--- src/rtl/vm_vend_ctrl.sv ---
// Vending controller: coin credit, 8-entry stock table, CHECK/DISPENSE/REFUSE flow.
// Optional refund input is enabled by defining VM_REFUND_EN.
module vm_vend_ctrl (
  input  logic        clk,
  input  logic        rst,
  input  logic [1:0]  coins,
  input  logic [2:0]  buttons,
  input  logic        select,
  input  logic [2:0]  item,
  input  logic [3:0]  count,
  input  logic [7:0]  cost,
  input  logic        valid,
`ifdef VM_REFUND_EN
  input  logic        refund,
`endif
  output logic [2:0]  product,
  output logic [1:0]  status,
  output logic [15:0] balance,
  output logic [7:0]  info
);

  typedef enum logic [2:0] {
    IDLE     = 3'd0,
    COLLECT  = 3'd1,
    CHECK    = 3'd2,
    DISPENSE = 3'd3,
    REFUSE   = 3'd4
  } state_t;

  state_t state, state_nxt;

  logic [3:0]  cnt_tbl [8];
  logic [7:0]  cst_tbl [8];
  logic [2:0]  sel_q;
  logic [1:0]  why_q;

  logic        refund_req;
  logic        accepting;
  logic [7:0]  coin_val;
  logic [16:0] bal_sum;
  logic [15:0] bal_sat;
  logic [3:0]  tbl_cnt;
  logic [7:0]  tbl_cst;
  logic [15:0] bal_after_vend;

`ifdef VM_REFUND_EN
  assign refund_req = refund;
`else
  assign refund_req = 1'b0;
`endif

  assign accepting = (state == IDLE) || (state == COLLECT);

  always_comb begin
    coin_val = '0;
    case (coins)
      2'b01:   coin_val = 8'd5;
      2'b10:   coin_val = 8'd10;
      2'b11:   coin_val = 8'd25;
      default: coin_val = '0;
    endcase
  end

  assign bal_sum        = {1'b0, balance} + {9'b0, coin_val};
  assign bal_sat        = bal_sum[16] ? '1 : bal_sum[15:0];
  assign tbl_cnt        = cnt_tbl[sel_q];
  assign tbl_cst        = cst_tbl[sel_q];
  assign bal_after_vend = balance - {8'b0, tbl_cst};

  always_ff @(posedge clk or negedge rst) begin
    if (!rst) state <= IDLE;
    else      state <= state_nxt;
  end

  always_comb begin
    state_nxt = state;
    case (state)
      IDLE, COLLECT: begin
        if (refund_req)       state_nxt = IDLE;
        else if (select)      state_nxt = CHECK;
        else if (coins != '0) state_nxt = COLLECT;
      end
      CHECK: begin
        if (tbl_cnt == '0 || balance < {8'b0, tbl_cst}) state_nxt = REFUSE;
        else                                            state_nxt = DISPENSE;
      end
      DISPENSE: state_nxt = (bal_after_vend != '0) ? COLLECT : IDLE;
      REFUSE:   state_nxt = (balance != '0) ? COLLECT : IDLE;
      default:  state_nxt = IDLE;
    endcase
  end

  always_ff @(posedge clk or negedge rst) begin
    if (!rst) begin
      product <= '0;
      status  <= '0;
      balance <= '0;
      info    <= '0;
      sel_q   <= '0;
      why_q   <= '0;
    end else begin
      case (state)
        IDLE, COLLECT: begin
          if (refund_req) begin
            info    <= (balance > 16'd255) ? 8'hFF : balance[7:0];
            balance <= '0;
            status  <= '0;
          end else begin
            if (coins != '0) balance <= bal_sat;
            if (select)      sel_q   <= buttons;
          end
        end
        CHECK: why_q <= (tbl_cnt == '0) ? 2'b10 : 2'b11;
        DISPENSE: begin
          product <= sel_q;
          status  <= 2'b01;
          balance <= bal_after_vend;
          info    <= {4'b0, tbl_cnt - 4'd1};
        end
        REFUSE: begin
          product <= sel_q;
          status  <= why_q;
          info    <= tbl_cst;
        end
        default: ;
      endcase
    end
  end

  // Supplier write is applied after the decrement so it wins on the same entry.
  always_ff @(posedge clk or negedge rst) begin
    if (!rst) begin
      for (int unsigned i = 0; i < 8; i++) begin
        cnt_tbl[i] <= '0;
        cst_tbl[i] <= '0;
      end
    end else begin
      if (state == DISPENSE) cnt_tbl[sel_q] <= tbl_cnt - 4'd1;
      if (valid) begin
        cnt_tbl[item] <= count;
        cst_tbl[item] <= cost;
      end
    end
  end

  logic unused_ok;
  assign unused_ok = accepting;

endmodule

--- config.mk ---
export PLATFORM = sky130hd
export DESIGN_NAME = vm_vend_ctrl
export DESIGN_NICKNAME = d
export VERILOG_FILES = /design/src/rtl/vm_vend_ctrl.sv
export SDC_FILE = /design/constraint.sdc
export NUM_CORES = 1
export LEC_CHECK = 0
export CORE_MARGIN = 5
export CORE_UTILIZATION = 38
export DETAILED_ROUTE_END_ITERATION = 16
export SLEW_MARGIN = 20
export SYNTH_ARGS = -nofsm -noshare
export SYNTH_HDL_FRONTEND = slang
export SYNTH_SLANG_ARGS = --single-unit
--- constraint.sdc ---
create_clock -name clk -period 5.1 [get_ports clk]
set_clock_uncertainty 0.15 [all_clocks]
set_input_delay 0.51 -clock clk [delete_from_list [all_inputs] [get_ports clk]]
set_output_delay 0.51 -clock clk [all_outputs]
set_load 0.02 [all_outputs]
=== Yosys cells after proc, flatten, opt, wreduce, memory -nomap -nowiden ===
Index checks and enable logic that the tools add are counted.

* Flip-flop bits (word level): 133
* Word-level logic and storage cells: 86
* Input bits: 24
* Memories: 0
* ROM bits: 0
* Memory bits (writable): 0
* Bits in latches: 0

* Add/sub/neg operators: 3
* Reduce and logical (&&, ||, !) cells: 14
* Bitwise logic cells: 2
* Order comparisons: 5
* Divide/modulo/power cells: 0
* Shift-type cells: 0
* Mux-type cells: 30
* Multipliers: 0
* Equality and inequality tests: 9

{| class="wikitable"
|+ Operators by type and width
! kind !! number
|-
| 32-bit bitwise mux || 2
|-
| 64-bit bitwise mux || 1
|-
| 32-bit 2-to-1 mux || 2
|-
| 16-bit 2-to-1 mux || 2
|-
| 16-bit case mux with 2 select lines || 1
|-
| 16-bit nonzero test || 2
|-
| 8-bit binary-select mux with 3-bit select || 1
|-
| 4-bit demux with 3-bit select || 2
|-
| 8-bit demux with 3-bit select || 1
|-
| 8-bit 2-to-1 mux || 3
|-
| 16-bit by 8-bit adder with 17-bit output || 1
|-
| 16-bit by 8-bit < comparator with 1-bit output || 1
|-
| 4-bit 2-to-1 mux || 4
|-
| 8-bit case mux with 2 select lines || 1
|-
| 16-bit by 8-bit subtractor with 16-bit output || 1
|-
| 5-bit case mux with 3 select lines || 1
|-
| 4-bit binary-select mux with 3-bit select || 1
|-
| 3-bit case mux with 4 select lines || 1
|-
| 3-bit 2-to-1 mux || 3
|-
| 4-bit >= comparator (second input constant) || 2
|-
| 4-bit by 1-bit < comparator with 1-bit output (second input constant) || 2
|-
| 3-bit NOT with 4-bit output || 2
|-
| 3-bit by 2-bit == test with 1-bit output (second input constant) || 2
|-
| 2-bit nonzero test || 3
|-
| other kinds (15) || 21
|}

=== Logic depth before layout (Yosys ltp) ===
Gate-level depths: netlist of run 1.

* Word-level depth: 9
* Gate-level depth with buffers: 16
* Depth with buffers taken out: 14

=== Worst setup path after synthesis of run 1 ===
Ideal clock, no wire load.

* Path type: reg2reg
* Start: register sel_q[2]
* End: register state[0]
* Slack: 1569 ps
* Path buffers: 3
* Setup time: 128 ps
* Stages on the path, launching flop included: 17
* Arrival: 3253 ps
* Period minus slack after synthesis: 3531 ps
* Path through: dfrtp_1 > buf_6 > buf_2 > buf_2 > mux2i_1 > nor2_1 > a311oi_1 > o22ai_1 > ha_1 > fa_1 > nand2b_1 > a211o_1 > a31oi_1 > nor2_1 > xor2_1 > nor4_1 > o21ai_1

* Word-level cells in the longest chain between the ends: 8

{| class="wikitable"
|+ Ends and longest elaborated chain
! item !! line !! text
|-
| from (decl) || 34 || <nowiki>logic [2:0] sel_q;</nowiki>
|-
| from (signal assigned) || 110 || <nowiki>if (select) sel_q <= buttons;</nowiki>
|-
| 3-bit NOT with 4-bit output (not written as such) (*) || 66, 67 ||
|-
| 8-bit binary-select mux with 3-bit select or 4-bit binary-select mux with 3-bit select (tied branches) || 67, 66 ||
|-
| 8-bit 2-to-1 mux (not written as such) or 4-bit 2-to-1 mux (tied branches) (2 in a row) || 67, 66 ||
|-
| 16-bit by 8-bit subtractor with 16-bit output (tied with other cells) || 68 || <nowiki>assign bal_after_vend = balance - {8'b0, tbl_cst};</nowiki>
|-
| 16-bit nonzero test or 1-bit logical OR (tied branches) || 87, 84 ||
|-
| 1-bit 2-to-1 mux or 3-bit 2-to-1 mux (tied branches) || 87, 84 ||
|-
| 3-bit case mux with 4 select lines (*) || 77 || <nowiki>case (state)</nowiki>
|-
| to (signal assigned) || 72 || <nowiki>else state <= state_nxt;</nowiki>
|-
| to (decl) || 30 || <nowiki>state_t state, state_nxt;</nowiki>
|}

Every way passes the cells marked *; elsewhere a longest branch is shown, timed or not. The select of a mux whose other input is x is not followed.
A chain may end at the register's enable or synchronous reset.

=== Worst setup path after layout of run 1 ===
* Start: register sel_q[1]
* End: register balance[10]

* Word-level cells in the longest chain between the ends: 6

{| class="wikitable"
|+ Ends and longest elaborated chain
! item !! line !! text
|-
| 3-bit NOT with 4-bit output (not written as such) || 67 || <nowiki>assign tbl_cst = cst_tbl[sel_q];</nowiki>
|-
| 8-bit binary-select mux with 3-bit select || 67 ||
|-
| 8-bit 2-to-1 mux (not written as such) (2 in a row) || 67 ||
|-
| 16-bit by 8-bit subtractor with 16-bit output || 68 ||
|-
| 16-bit case mux with 2 select lines || 102 || <nowiki>case (state)</nowiki>
|-
| to (signal assigned) || 109 || <nowiki>if (coins != '0) balance <= bal_sat;</nowiki>
|-
| to (signal assigned) || 117 || <nowiki>balance <= bal_after_vend;</nowiki>
|-
| to (decl) || 18 || <nowiki>output logic [15:0] balance,</nowiki>
|}

Every way passes these cells. The select of a mux whose other input is x is not followed.

==> impl_metrics.json, run 1 <==
{
  "syn_inst": 762,
  "crit_path_max_fanout": 25,
  "post_synth_fa_ha_maj_area_fraction": 0.0299,
  "layout.nets": 832,
  "clock.fmax_mhz": 234,
  "number_of_hold_slack_violations_in_the_final_timing_report": 15,
  "detailedPlacementHpwl_um": 14500,
  "critical_path_s_slowest_cell": "sky130_fd_sc_hd__dfrtp_1",
  "worst_ir_drop_vdd_uv": 352,
  "rsz0062_at_grt": "false",
  "worstReg2RegStart": "sel_q[1]",
  "grt_pass1_wl_um": 34200,
  "synth_net_count": 803,
  "die_area_sq_um": 23000,
  "dominantRegCellSynth": "sky130_fd_sc_hd__dfrtp_1",
  "critical-path-max-stage-delay_ps": 990,
  "final_period_utilization": 0.840,
  "yosys_register_bits": 133,
  "min_path_type": "in2async",
  "core_area_sq_um": 19600,
  "worst_setup_path_start_kind": "flip-flop",
  "static-leakage-power_nw": 3.75,
  "final_core_util": 0.458,
  "area_delta_synth_final_pct": 17.8,
  "antenna_found_initial": 0,
  "globalRouteTotalUtil": 0.194,
  "worstSetupPathType": "reg2reg",
  "place.gp.congestion": 0.901,
  "via_count_of_the_first_global_routing_pass": 5951,
  "synth_cell_types": 65,
  "run_status": "finished with violations",
  "drc_markers": 0,
  "r2r_slack_ps": 820,
  "final_cell_mix": "sky130_fd_sc_hd__dfrtp_1 (132), sky130_fd_sc_hd__mux2_2 (73), sky130_fd_sc_hd__nor2_1 (71)",
  "synth_compound_area_frac": 0.160,
  "postSynthAreaPerCell_sq_um": 10.0,
  "cts.htree.levels": 4,
  "cts-root-to-sink-buffers": 2,
  "die-height_um": 152,
  "setup_violations": 0,
  "worst_ep_required_ps": 5310,
  "fraction_of_the_mapped_netlist_area_in_simple_logic_gates": 0.141,
  "regToRegEndpoint": "balance[10]",
  "port_buffers": 52,
  "failing_checks": "hold timing",
  "timing.critical_path.buf_inv": 1,
  "setup_total_negative_slack_ps": 0,
  "layout-drive-gt1-share": 0.168,
  "routed-via-count": 6116,
  "tritoncts.num_buffers": 17,
  "final.setup.worst_slack_ps": 818,
  "finalWorstPathRequiredPeriod_ps": 4280,
  "pre_cts_ws_ps": 841,
  "reported_max_cap_violation_count": 0,
  "clock_sinks": 133,
  "cts_hold_buf": 0,
  "cts_setup_buffers": 0,
  "path_cells": "buf_4 -> nor2b_1 -> a22oi_1 -> o22ai_1 -> ha_1 -> fa_1 -> nand2b_1 -> a211o_1 -> a31oi_1 -> or3_1 -> a221oi_1 -> o22a_1",
  "maximum_number_of_pins_on_one_net_before_global_route_repair": 88,
  "starting_density_of_the_core": 0.389,
  "mostFrequentLayoutCell": "sky130_fd_sc_hd__dfrtp_1",
  "synth_seq_area_share": 0.437,
  "design.portCount": 53,
  "power_density_nw_per_um2": 733,
  "finalHoldWorstSlack_ps": -11.6,
  "first_pass_iters": 6,
  "route.final.wire_length_um": 21200,
  "worst_ep_arrival_time_ps": 4490,
  "pins_over_their_slew_limit": 0,
  "routed_via_density": 5.73,
  "cp_endpoint_kind": "flip-flop",
  "syn_area_sq_um": 7620,
  "global_route.overflow_total": 0,
  "clock_tree_root_driver_cell": "sky130_fd_sc_hd__clkbuf_16",
  "wire_per_inst_um": 19.8,
  "initialDrtViolationCount": 505,
  "worst-slew-pin-transition_ps": 1090,
  "post_synth_xor_area_fraction": 0.0163,
  "floorplan.rows": 51,
  "critPathTopFamily": "compound AO/OA/AOI/OAI gates",
  "worstRegToRegCells": 12,
  "n_antenna_cell": 0,
  "synth-async-reset-ratio": 1.00,
  "synth_top_family_by_area": "multiplexers",
  "cts.reportedPaths.clkPinSlew_ps": 60,
  "postRouteAntennaNets": 0,
  "cts.repair.resized": 0,
  "worst_slew_margin_rel": 0.272,
  "muxShareOfSynthArea": 0.178,
  "clk_latency_ps": 430,
  "cts_tree": "done",
  "synth_enable_flop_cells": 0,
  "die_width_um": 152,
  "synth-warning-count": 0
}
## layer usage
layer  global-route usage  share of wire  vias up  wire length (um)
li1                     -              -     2867                 -
met5                    0              0        -                 0
met4               0.0620          0.017        0               358
met3               0.0476          0.060       28              1260
met2                0.303           0.47      170              9940
met1                0.266           0.45     3051              9620
## cells by family (layout without fill, tap and decap cells)
family,Yosys count,in the layout
multiplexers,113,113
XOR/XNOR,12,12
buffers and inverters,68,109
AO/OA/AOI/OAI,197,197
AND/OR/NAND/NOR,222,222
flip-flops,133,133
adder cells (fa/ha/maj),17,17
## how the worst max path moves through the flow
stage	slack (ps)	cells after the start	from	end
2_1_floorplan	1570	16	sel_q[2]	state[0]
3_3_place_gp	930	12	sel_q[1]	balance[10]
3_5_place_dp	840	13	sel_q[1]	state[0]
4_1_cts	800	13	sel_q[1]	state[0]
5_1_grt	490	13	sel_q[1]	state[0]
6_report	820	12	sel_q[1]	balance[10]
## registers in the layout, indices dropped and copies added (netlist names)
signal and count:
status 2, cnt_tbl 32, balance 16, why_q 2
sel_q 3, state 3, product 3, info 8
cst_tbl 64
## metrics by stage
stage	hold slack (ps)	power [mW]	instances	instance area, sq um
3_3_place_gp	313	5.20	1037	8330
3_5_place_dp	319	5.24	1037	8330
5_1_grt	58.1	7.03	1068	8970
6_report	-11.6	6.58	1068	8970
2_1_floorplan	64.4	4.21	762	7620
4_1_cts	32.8	6.59	1068	8970
## cell type report
type | instances | area [sq um]
inverter | 17 | 63.8
tap | 265 | 332
clock inverter | 10 | 169
clock buffer | 21 | 470
fill | 1855 | 10600
multi-input combinational | 561 | 4020
sequential | 133 | 3330
timing repair buffer | 61 | 589
## synthesized netlist by cell type (all sizes together) (4+ instances only)
cell,instances,area share
o22a,4,0.0046
or2,5,0.0041
xor2,6,0.0069
clkbuf,34,0.017
buf,17,0.012
mux2i,29,0.040
o22ai,10,0.0082
nand2,55,0.027
a31oi,9,0.0074
o21ai,51,0.034
a221oi,8,0.0092
mux4,9,0.028
a22o,4,0.0046
nor4,7,0.0057
ha,15,0.025
nand2b,8,0.0066
nor2,71,0.035
a22oi,6,0.0059
nor3,16,0.011
inv,17,0.0084
o21a,4,0.0039
dfrtp,133,0.44
nand4b,4,0.0054
xnor2,6,0.0094
a211oi,8,0.0079
and3,7,0.0057
or3,8,0.0066
a21oi,65,0.043
nor2b,10,0.0082
nand3,17,0.011
mux2,75,0.11
nand4,5,0.0041
o211ai,5,0.0049
## report_power, final
part           leakage, nW  internal [mW]  switching (mW)
logic                 1.87           1.43            1.95
registers             1.56           1.42           0.453
clock network        0.314          0.859           0.470
total                 3.75           3.70            2.87
(Power assumes the default switching activity.)
==> inputs of run 2 (changes only) <==
==> constraint.sdc (replaced) <==
create_clock -name clk -period 3.58 [get_ports clk]
set_clock_uncertainty 0.15 [all_clocks]
set_input_delay 0.358 -clock clk [delete_from_list [all_inputs] [get_ports clk]]
set_output_delay 0.358 -clock clk [all_outputs]
set_load 0.02 [all_outputs]
==> run 2 against run 1 <==
The flow now finishes without violations. Largest power group unchanged. Utilization rose by 2.9 points. Sequential power grew 37%. Via count grew 3.3%. Hold slack better by 340 ps. Clock power up 35%. Critical path type unchanged.
==> impl_metrics.json, run 2 (synthesis gave the netlist of run 1 again) <==
{
  "reported_max_cap_violation_count": 0,
  "finalWorstPathRequiredPeriod_ps": 3480,
  "area_delta_synth_final_pct": 25.1,
  "routed_via_density": 5.64,
  "cts.htree.levels": 4,
  "clk_latency_ps": 430,
  "postRouteAntennaNets": 0,
  "setup_violations": 0,
  "critPathTopFamily": "compound AO/OA/AOI/OAI gates",
  "place.gp.congestion": 0.904,
  "final_cell_mix": "sky130_fd_sc_hd__dfrtp_1 (130), sky130_fd_sc_hd__mux2_2 (73), sky130_fd_sc_hd__nor2_1 (70)",
  "port_buffers": 52,
  "path_cells": "buf_12 -> and2_4 -> a22o_1 -> a221oi_2 -> ha_1 -> or2_2 -> o211ai_1 -> a21oi_1 -> nor4_1 -> o21ai_0 -> nor4_2 -> o21ai_1",
  "clock.fmax_mhz": 287,
  "rsz0062_at_grt": "true",
  "die_area_sq_um": 23000,
  "die-height_um": 152,
  "largest_register": "cst_tbl",
  "routed-via-count": 6318,
  "clock_sinks": 133,
  "mostFrequentLayoutCell": "sky130_fd_sc_hd__dfrtp_1",
  "antenna_found_initial": 0,
  "crit_path_max_fanout": 12,
  "via_count_of_the_first_global_routing_pass": 6100,
  "worst_setup_path_start_kind": "flip-flop",
  "starting_density_of_the_core": 0.389,
  "final_period_utilization": 0.972,
  "critical-path-max-stage-delay_ps": 470,
  "grt_pass1_wl_um": 34300,
  "layout-drive-gt1-share": 0.250,
  "design.portCount": 53,
  "die_width_um": 152,
  "worst_ep_required_ps": 3740,
  "first_pass_iters": 5,
  "timing.critical_path.buf_inv": 1,
  "n_antenna_cell": 0,
  "largest_register_ff_count": 64,
  "r2r_slack_ps": 100,
  "pins_over_their_slew_limit": 0,
  "tritoncts.num_buffers": 17,
  "number_of_hold_slack_violations_in_the_final_timing_report": 0,
  "worst_ep_arrival_time_ps": 3640,
  "detailedPlacementHpwl_um": 15300,
  "worst_ir_drop_vdd_uv": 429,
  "drc_markers": 0,
  "power_density_nw_per_um2": 1070,
  "static-leakage-power_nw": 4.00,
  "initialDrtViolationCount": 397,
  "clock_tree_root_driver_cell": "sky130_fd_sc_hd__clkbuf_16",
  "route.final.wire_length_um": 21800,
  "core_area_sq_um": 19600,
  "worst-slew-pin-transition_ps": 976,
  "globalRouteTotalUtil": 0.193,
  "worstSetupPathType": "reg2reg",
  "run_status": "completed",
  "min_path_type": "reg2reg",
  "report.power.total_mw": 10.2,
  "global_route.overflow_total": 0,
  "maximum_number_of_pins_on_one_net_before_global_route_repair": 61,
  "reg_top3": "cst_tbl x64, cnt_tbl x32, balance x16",
  "cts-root-to-sink-buffers": 2,
  "cp_endpoint_kind": "flip-flop",
  "critical_path_s_slowest_cell": "sky130_fd_sc_hd__dfrtp_2",
  "layout.nets": 884,
  "cts_tree": "done",
  "wire_per_inst_um": 19.4,
  "cts.reportedPaths.clkPinSlew_ps": 60,
  "worst_slew_margin_rel": 0.346,
  "floorplan.rows": 51,
  "place_inst": 1077,
  "post_layout_instance_count_excluding_filler_cells": 1121
}
run 2: final timing paths:
kind | startpoint | endpoint | depth (start not counted)
max | sel_q[1] | state[0] | 12
min reg2reg | why_q[1] | why_q[1] | 1
max reg2reg | sel_q[1] | state[0] | 12
max in group asynchronous | rst | sel_q[0] | 3
min in group asynchronous | rst | balance[1] | 2
min | why_q[1] | why_q[1] | 1
run 2: what timing repair did:
action | CTS | global route
setup endpoints to repair | 3 | 12
hold buffers | 1 | 0
pin swaps | 0 | 7
endpoints found under the hold margin | 58 | 0
cloned | 0 | 1
buffers inserted | 0 | 10
resized for setup | 1 | 35
run 2: area by class of cell:
cell class              count  area, sq um
multi-input cells         561         4150
fillers                  1857        10100
repair buffers            113         1040
clock inverters            12          144
well taps                 265          332
flip-flops and latches    133         3330
inverters                  17         67.6
clock buffers              20          457
run 2: power breakdown:
part	switching, mW	internal (mW)	total [mW]
clock network	0.713	1.07	1.79
registers	0.551	2.02	2.57
logic	3.18	2.68	5.85
total	4.44	5.77	10.2
run 2: layer usage:
metal | vias up | GRT usage | wire length (um)
met5 | - | 0 | 0
met4 | 0 | 0.0602 | 538
met3 | 39 | 0.0339 | 1130
met2 | 224 | 0.304 | 10100
met1 | 3089 | 0.271 | 9970
li1 | 2966 | - | -
run 2: stage by stage:
step                hold WS [ps]  setup WS, ps   util  cell area, sq um  TNS [ps]
global placement             230          63.7  0.442              8650         0
finish                       329          98.7  0.486              9530         0
detailed placement           226         -51.8  0.442              8650     -51.8
global route                 358         -61.2  0.486              9530      -106
CTS                          328          4.52  0.473              9270         0
floorplan                  -87.6          48.9      -              7620         0
